File: config.mk
export PLATFORM = sky130hd
export DESIGN_NAME = tx_gearbox_param_flat
export DESIGN_NICKNAME = d
export VERILOG_FILES = /design/src/rtl/tx_gearbox_param_if.sv /design/src/rtl/tx_gearbox_param.sv /design/src/flat_wrapper.sv
export SDC_FILE = /design/constraint.sdc
export NUM_CORES = 1
export LEC_CHECK = 0
export ABC_AREA = 1
export BUFFER_PORTS_ARGS = -buffer_cell sky130_fd_sc_hd__buf_2
export CAP_MARGIN = 20
export CORE_MARGIN = 4
export CORE_UTILIZATION = 45
export CTS_CLUSTER_SIZE = 20
export DETAILED_ROUTE_END_ITERATION = 12
export GPL_ROUTABILITY_DRIVEN = 0
export HOLD_SLACK_MARGIN = 0.12
export PLACE_DENSITY = 0.67
export SLEW_MARGIN = 20
export SYNTH_ARGS = -nofsm -noshare
export SYNTH_HDL_FRONTEND = slang
export SYNTH_SLANG_ARGS = --single-unit
export TNS_END_PERCENT = 50
File: constraint.sdc
create_clock -name i_clk -period 1.65 [get_ports i_clk]
set_input_delay 0.33 -clock i_clk [delete_from_list [all_inputs] [get_ports i_clk]]
set_output_delay 0.33 -clock i_clk [all_outputs]
set_load 0.03 [all_outputs]
File: src/rtl/tx_gearbox_param_if.sv
// Upstream word handshake between the TX scrambler and the 64b/66b gearbox.
interface tx_gearbox_param_if #(
  parameter int DATA_WIDTH = 32
);
  logic [DATA_WIDTH-1:0] i_data;
  logic [1:0]            i_header;
  logic                  i_valid;
  logic                  o_ready;

  modport master (output i_data, i_header, i_valid, input o_ready);
  modport slave  (input  i_data, i_header, i_valid, output o_ready);
endinterface

File: src/rtl/tx_gearbox_param.sv
// 64b/66b TX gearbox: packs 66-bit blocks into a continuous DATA_WIDTH-bit serialiser
// stream, pausing the scrambler for WPB cycles at the end of every sequence period.
module tx_gearbox_param #(
  parameter  int DATA_WIDTH = 32,
  localparam int WPB        = 64 / DATA_WIDTH,
  localparam int SEQ_LEN    = 33 * WPB,
  localparam int SEQ_W      = $clog2(SEQ_LEN)
) (
  input  logic                  i_clk,
  input  logic                  i_reset,
  tx_gearbox_param_if.slave     s_in,
  output logic [DATA_WIDTH-1:0] o_data,
  output logic                  o_valid,
  output logic [SEQ_W-1:0]      o_seq,
  output logic                  o_underflow,
  input  logic                  i_clear_err
);

  localparam int BUF_SIZE = DATA_WIDTH + 66;
  localparam int RDY_LIM  = 32 * WPB;
  localparam int CNT_W    = $clog2(BUF_SIZE + 1);
  localparam int WIDX_W   = (WPB > 1) ? $clog2(WPB) : 1;

  if (DATA_WIDTH != 16 && DATA_WIDTH != 32 && DATA_WIDTH != 64) begin : g_bad_width
    $error("tx_gearbox_param: DATA_WIDTH must be 16, 32 or 64");
  end

  logic [SEQ_W-1:0]      r_seq;
  logic [WIDX_W-1:0]     r_widx;
  logic [BUF_SIZE-1:0]   r_acc;
  logic [CNT_W-1:0]      r_pend;
  logic [DATA_WIDTH-1:0] r_data;
  logic                  r_valid;
  logic                  r_underflow;

  logic                  w_ready;
  logic                  w_first;
  logic                  w_under;
  logic [DATA_WIDTH-1:0] w_word;
  logic [1:0]            w_hdr;
  logic [BUF_SIZE-1:0]   w_app;
  logic [BUF_SIZE-1:0]   w_acc;
  logic [CNT_W-1:0]      w_len;
  logic [CNT_W-1:0]      w_cnt;

  // Missing upstream words become an idle block (word 0) or zero payload so the line stays legal.
  always_comb begin
    w_ready = !i_reset && (r_seq < SEQ_W'(RDY_LIM));
    w_first = (r_widx == '0);
    w_under = w_ready && !s_in.i_valid;
    w_word  = s_in.i_data;
    w_hdr   = s_in.i_header;
    if (w_under) begin
      w_word = w_first ? DATA_WIDTH'(8'h1E) : '0;
      w_hdr  = 2'b10;
    end
    w_app = '0;
    w_len = '0;
    if (w_ready) begin
      if (w_first) begin
        w_app = BUF_SIZE'({w_word, w_hdr});
        w_len = CNT_W'(DATA_WIDTH + 2);
      end else begin
        w_app = BUF_SIZE'(w_word);
        w_len = CNT_W'(DATA_WIDTH);
      end
    end
    w_acc = r_acc | (w_app << r_pend);
    w_cnt = r_pend + w_len;
  end

  assign s_in.o_ready = w_ready;
  assign o_data       = r_data;
  assign o_valid      = r_valid;
  assign o_seq        = r_seq;
  assign o_underflow  = r_underflow;

  always_ff @(posedge i_clk) begin
    if (i_reset) begin
      r_seq       <= '0;
      r_widx      <= '0;
      r_acc       <= '0;
      r_pend      <= '0;
      r_data      <= '0;
      r_valid     <= 1'b0;
      r_underflow <= 1'b0;
    end else begin
      r_seq <= (r_seq == SEQ_W'(SEQ_LEN - 1)) ? '0 : r_seq + SEQ_W'(1);
      if (w_ready) begin
        r_widx <= (r_widx == WIDX_W'(WPB - 1)) ? '0 : r_widx + WIDX_W'(1);
      end
      r_data  <= w_acc[DATA_WIDTH-1:0];
      r_acc   <= w_acc >> DATA_WIDTH;
      r_pend  <= w_cnt - CNT_W'(DATA_WIDTH);
      r_valid <= 1'b1;
      // A fresh underflow outranks a simultaneous clear so no error is ever lost.
      if (w_under) begin
        r_underflow <= 1'b1;
      end else if (i_clear_err) begin
        r_underflow <= 1'b0;
      end
      assert (w_cnt >= CNT_W'(DATA_WIDTH) && w_cnt <= CNT_W'(BUF_SIZE));
      assert (r_pend <= CNT_W'(64));
    end
  end

endmodule

File: src/flat_wrapper.sv
// flat-port wrapper written by rule: the top's interface ports become plain ports
module tx_gearbox_param_flat 
#(
  parameter  int DATA_WIDTH = 32,
  localparam int WPB        = 64 / DATA_WIDTH,
  localparam int SEQ_LEN    = 33 * WPB,
  localparam int SEQ_W      = $clog2(SEQ_LEN)
)
  (i_clk, i_reset, o_data, o_valid, o_seq, o_underflow, i_clear_err, s_in_i_data, s_in_i_header, s_in_i_valid, s_in_o_ready);
  tx_gearbox_param_if #(.DATA_WIDTH(DATA_WIDTH)) s_in_i ();
  input  logic i_clk;
  input  logic i_reset;
  output logic [DATA_WIDTH-1:0] o_data;
  output logic o_valid;
  output logic [SEQ_W-1:0] o_seq;
  output logic o_underflow;
  input  logic i_clear_err;
  input wire logic [$bits(s_in_i.i_data)-1:0] s_in_i_data;
  input wire logic [$bits(s_in_i.i_header)-1:0] s_in_i_header;
  input wire logic [$bits(s_in_i.i_valid)-1:0] s_in_i_valid;
  output wire logic [$bits(s_in_i.o_ready)-1:0] s_in_o_ready;
  assign s_in_i.i_data = s_in_i_data;
  assign s_in_i.i_header = s_in_i_header;
  assign s_in_i.i_valid = s_in_i_valid;
  assign s_in_o_ready = s_in_i.o_ready;
  tx_gearbox_param #(.DATA_WIDTH(DATA_WIDTH)) u_core (.i_clk(i_clk), .i_reset(i_reset), .s_in(s_in_i), .o_data(o_data), .o_valid(o_valid), .o_seq(o_seq), .o_underflow(o_underflow), .i_clear_err(i_clear_err));
endmodule
Word-level counts from Yosys, hierarchy flattened
Index checks and enable logic that the tools add are counted.
W data, S select, Z words.
{ "word_totals": {"word_cells": 33, "output_inout_bits": 42, "inputBits": 38, "regBits": 147} }
{ "classes": {"order_cmp": 1, "n_mux": 11, "bitwise_logic": 1, "n_shift": 1, "n_reduce_logical": 6, "eq_ne": 1, "n_addsub": 4} }
{ "ops": {"columns": ["cell", "count"], "rows": [
  ["$mux W98", 1],
  ["$or A98 B98 Y98", 1],
  ["$shl A98 B7 Y98", 1],
  ["$mux W34", 1],
  ["$mux W32", 1],
  ["$add A7 B1 Y7 const B", 1],
  ["$add A7 B7 Y7", 1],
  ["$eq A7 B7 Y1 const B", 1],
  ["$lt A7 B7 Y1 const B", 1],
  ["$mux W7", 1],
  ["$sub A7 B6 Y7 const B", 1],
  ["$mux W5", 1],
  ["$mux W1", 4],
  ["$mux W2", 2],
  ["$logic_and A1 B1 Y1", 2],
  ["$logic_not A1 Y1", 2],
  ["$reduce_bool A2 Y1", 1],
  ["$reduce_or A2 Y1", 1],
  ["$add A1 B1 Y1 const B", 1]
]} }

Logic depth before layout (Yosys ltp)
{ "depth": {"word_depth": 8, "mapped_depth": 15} }

Worst setup path after synthesis
No wires, ideal clock.
{ "synth_timing": {"path_kind": "reg2reg", "from": "register u_core.r_seq[6] (netlist: u_core.o_seq[6])", "to": "register u_core.r_pend[6]", "stages_incl_launch_ff": 11, "arrival_time_ps": 1733, "synth_period_minus_slack_ps": 1853, "required_time_ps": 1530, "path_buffers": 0, "slack_ps": -203, "path_cell_list": "dfxtp_1 -> inv_1 -> nand2_2 -> nor2_4 -> ha_1 -> ha_1 -> ha_1 -> nand2_1 -> nor2_1 -> o21ai_0 -> a21oi_1"} }
{ "synth_between": {"elab_chain_cells": 5} }
{ "synth_rtl": {"columns": ["item", "line_no", "source"], "rows": [
  ["from (decl)", "tx_gearbox_param.sv:28", "logic [SEQ_W-1:0] r_seq;"],
  ["from (signal assigned)", "tx_gearbox_param.sv:88", "r_seq <= (r_seq == SEQ_W'(SEQ_LEN - 1)) ? '0 : r_seq + SEQ_W'(1);"],
  ["$lt A7 B7 Y1", "tx_gearbox_param.sv:48", "w_ready = !i_reset && (r_seq < SEQ_W'(RDY_LIM));"],
  ["$logic_and A1 B1 Y1", "tx_gearbox_param.sv:48", null],
  ["$mux W7", "tx_gearbox_param.sv:59", "if (w_ready) begin"],
  ["$add A7 B7 Y7", "tx_gearbox_param.sv:69", "w_cnt = r_pend + w_len;"],
  ["$sub A7 B6 Y7", "tx_gearbox_param.sv:94", "r_pend <= w_cnt - CNT_W'(DATA_WIDTH);"],
  ["to (signal assigned)", "tx_gearbox_param.sv:94", null],
  ["to (decl)", "tx_gearbox_param.sv:31", "logic [CNT_W-1:0] r_pend;"]
]} }
Every way passes these cells.
A chain may end at the register's enable or synchronous reset.

Worst setup path in the final report
{ "layout_timing": {"from": "register u_core.r_seq[6] (netlist: u_core.o_seq[6])", "to": "register u_core.r_acc[0]"} }
{ "layout_between": {"elab_chain_cells": 8, "elab_cells_between_ends": 9, "classes_between": "order compare: 1; shift: 1; mux: 4; bitwise: 1; reduce/logical: 2"} }
{ "layout_rtl": {"columns": ["item", "line_no", "source"], "rows": [
  ["$lt A7 B7 Y1 *", "tx_gearbox_param.sv:48", null],
  ["$logic_and A1 B1 Y1 *", "tx_gearbox_param.sv:48", null],
  ["$logic_and A1 B1 Y1", "tx_gearbox_param.sv:50", "w_under = w_ready && !s_in.i_valid;"],
  ["$mux W2 or $mux W32 (tied branches)", "tx_gearbox_param.sv:53", "if (w_under) begin"],
  ["$mux W34", "tx_gearbox_param.sv:60", "if (w_first) begin"],
  ["$mux W98 *", "tx_gearbox_param.sv:59", null],
  ["$shl A98 B7 Y98 *", "tx_gearbox_param.sv:68", "w_acc = r_acc | (w_app << r_pend);"],
  ["$or A98 B98 Y98 *", "tx_gearbox_param.sv:68", null],
  ["to (signal assigned)", "tx_gearbox_param.sv:93", "r_acc <= w_acc >> DATA_WIDTH;"],
  ["to (decl)", "tx_gearbox_param.sv:30", "logic [BUF_SIZE-1:0] r_acc;"]
]} }
Every way passes the cells marked *; elsewhere a longest branch is shown, timed or not.

==> results_dict.tcl <==
set metrics [dict create \
    htree_levels 4 \
    ys.flop_type "dfxtp_1" \
    synth.top_cell.area_share_pct 34.4 \
    fin_util_pct 64.1 \
    rsz0062_at_grt "true" \
    cts_buffer_depth 2 \
    violations "negative setup slack" \
    dpl_cell_area_mm2 0.00776 \
    io_pins 80 \
    synth.most_common_cell "nand3_1" \
    crit_path_max_incr_delay_ns 0.36 \
    vias 7921 \
    vias_per_cell 5.96 \
    first_pass_iters 5 \
    hold_violations 0 \
    die_height_um 129 \
    path_max_fanout 9 \
    crit_buf_inv 3 \
    path_cells "nor2_4 -> buf_12 -> buf_12 -> buf_16 -> nand4_1 -> nand3_1 -> nand3_1 -> nand3_1 -> nand3_2 -> nand3_2 -> nand3_1 -> a21oi_1" \
    cts_tree "built" \
    reg2reg_slack_ns -0.30 \
    placed_cells 1287 \
    async_flop_share_pct 0 \
    netlist-cell-type-count 40 \
    yosys.area.top_type "dfxtp_1" \
    maxCapViolCount 0 \
    portBuffers 79 \
    rows 44 \
    crit_type "flop to flop" \
    cts.sinks 114 \
    critical_path_arrival_ns 2.30 \
    hold_depth 2 \
    die_w_um 129 \
    dieArea_mm2 0.0168 \
    critPathCaptureType "flop" \
    routedWlPerCell_um 17.9 \
    final_nets 1176 \
    instances_no_fill 1329 \
    hp-start "u_core.r_acc[18]$_SDFF_PP0_" \
    start_util_pct 45.9 \
    syn_avg_cell_area_um2 6.53 \
    reg2reg_to "u_core.r_acc[0]$_SDFF_PP0_" \
    grt_antenna_before_repair 0 \
    clock_latency_ns 0.42 \
    clkTransAtPathRegs_ns 0.05 \
    synth_area_mm2 0.00664 \
    hold_ws_ns 0.428 \
    p_total_w 0.00976 \
    r2r_start "u_core.o_seq[6]$_SDFF_PP0_" \
    antennaDiodeCount 0 \
    drc 0 \
    worstPathRequired_ns 1.99 \
    worstRegToRegCells 12 \
    cts-root-buf "clkbuf_16" \
    startpoint_type "flop" \
    wl_mm 23.8 \
    synth.area.top_cells "dfxtp_1 (34%), nand3_1 (20%), nand2_1 (12%), nand4_1 (7.3%), a21oi_1 (4.0%)" \
    slew_headroom_pct 69.2 \
    drive_above_1_share_pct 34.7 \
    worstHoldEndpoint "u_core.o_data[18]$_SDFF_PP0_" \
    grt_pass1_wl_mm 37.4 \
    synth_edf_count 0 \
    ys_ff_latch 114 \
    numCtsBuffers 17 \
    coreArea_mm2 0.0145 \
    first_global_vias 7272 \
    grt_max_degree 42 \
    place_hpwl_mm 16.6 \
    maxSlewViolCount 0 \
    setup_viol 101 \
    fmax_mhz 512 \
    layout_setup_ws_ns -0.303 \
    syn-num-nets 1061 \
    yosys-top-cells-count "nand3_1 (263), nand2_1 (204), dfxtp_1 (114)" \
    wl_met1_mm 9.79 \
    seq_area_frac_synth_pct 34.4 \
    top_layer_used "met4" \
    p_leak_nw 4.07 \
    syn_inst 1017 \
    final_cell_area_mm2 0.00929 \
    areaGrowthSynthToFinish_pct 39.9 \
    wl_met3_mm 1.81 \
    initialDrtViolationCount 956 \
    timing.critical_path.mode_cell "nand3_1" \
    antenna_left 0 \
    wl_met2_mm 10.8 \
    track_usage_pct 28.3 \
    overflow 0 \
    skew_ns 0.00749 \
    yosys_warnings 0 \
    worst_pin_slew_ns 0.463 \
    ir_drop_uv 989 \
    status "complete, but fails checks" \
    fin_crit_ns 1.95 \
    cp_top_family "simple AND/OR/NAND/NOR gates" \
    min_path_type "flop to flop" \
    fin_crit_sh_pct 118 \
    cpMaxStageDelayCell "dfxtp_4" \
    p_per_area_mw_per_mm2 1050 \
]
==> metrics by stage <==
step	setup WS, ns	setup TNS (ns)
global route	-0.398	-28.80
CTS	-0.234	-14.24
finish	-0.303	-17.39
global placement	-0.436	-28.28
detailed placement	-0.441	-30.40
floorplan	0.00132	0
==> how the worst max path moves through the flow <==
stage | from | to | slack, ns | cells past startpoint
global route | u_core.o_seq[6]$_SDFF_PP0_ | u_core.r_acc[4]$_SDFF_PP0_ | -0.40 | 12
detailed placement | i_reset | u_core.o_data[12]$_SDFF_PP0_ | -0.44 | 14
finish | u_core.o_seq[6]$_SDFF_PP0_ | u_core.r_acc[0]$_SDFF_PP0_ | -0.30 | 12
floorplan | u_core.o_seq[6]$_SDFF_PP0_ | u_core.r_pend[6]$_SDFF_PP0_ | 0.001 | 10
global placement | i_reset | u_core.o_data[12]$_SDFF_PP0_ | -0.44 | 14
CTS | u_core.o_seq[6]$_SDFF_PP0_ | u_core.r_acc[6]$_SDFF_PP0_ | -0.23 | 12
==> area by class of cell <==
type | count | area [um2]
Sequential cell | 114 | 2290
Timing Repair Buffer | 177 | 1400
Tap cell | 184 | 230
Multi-Input combinational cell | 757 | 4490
Clock inverter | 10 | 155
Inverter | 65 | 244
Fill cell | 1301 | 5190
Clock buffer | 22 | 474
==> sequential cells by signal (all words and copies together), names as in the netlist <==
register            cells
u_core.o_data          32
u_core.o_seq            7
u_core.o_underflow      1
u_core.o_valid          1
u_core.r_acc           66
u_core.r_pend           6
u_core.r_widx           1
==> metal layers <==
layer	vias up	track usage, %
met5	-	0
met4	0	13.9
met3	102	6.14
met2	411	44.8
met1	3640	36.7
li1	3768	-
==> tightest hold or removal path, delay by kind of cell (launching register included) <==
family                 cells  cell delay (ns)
AOI/OAI and AO/OA          1             0.05
DFF                        1             0.29
buffers and inverters      1             0.04
==> placed cells by master, fill, tap and decap left out, types with 16 or more instances in the layout <==
cell type,instances
nand3_1,183
nand2_1,148
dfxtp_1,112
nand3_2,78
buf_2,78
nand4_1,77
buf_4,75
inv_1,57
nand2_2,53
nor2_1,46
a21oi_1,46
clkbuf_16,17
o21ai_1,16
==> where the power goes <==
group          switching [W]  leakage [nW]  internal [W]
combinational        0.00180          2.84      0.000998
sequential         0.0000932         0.931       0.00299
clock                0.00125         0.306       0.00263
total                0.00315          4.07       0.00661
==> timing repair <==
item                                    4_1_cts  5_1_grt
buffers inserted                              6        1
endpoints found under the hold margin         1        0
hold buffers                                  1        0
endpoints found under the setup margin      102      102
gates cloned                                  2        0
pin swaps                                    17       33
gates resized for setup                     115       85
==> cells by family after synthesis <==
logic type,share of synthesized area [%]
simple gates,45.4
buf+inv,8.97
compound gates,10.0
flops,34.4
fa+ha+maj,1.13
xor+xnor,0.132
Power figures use the tool's default switching activity.
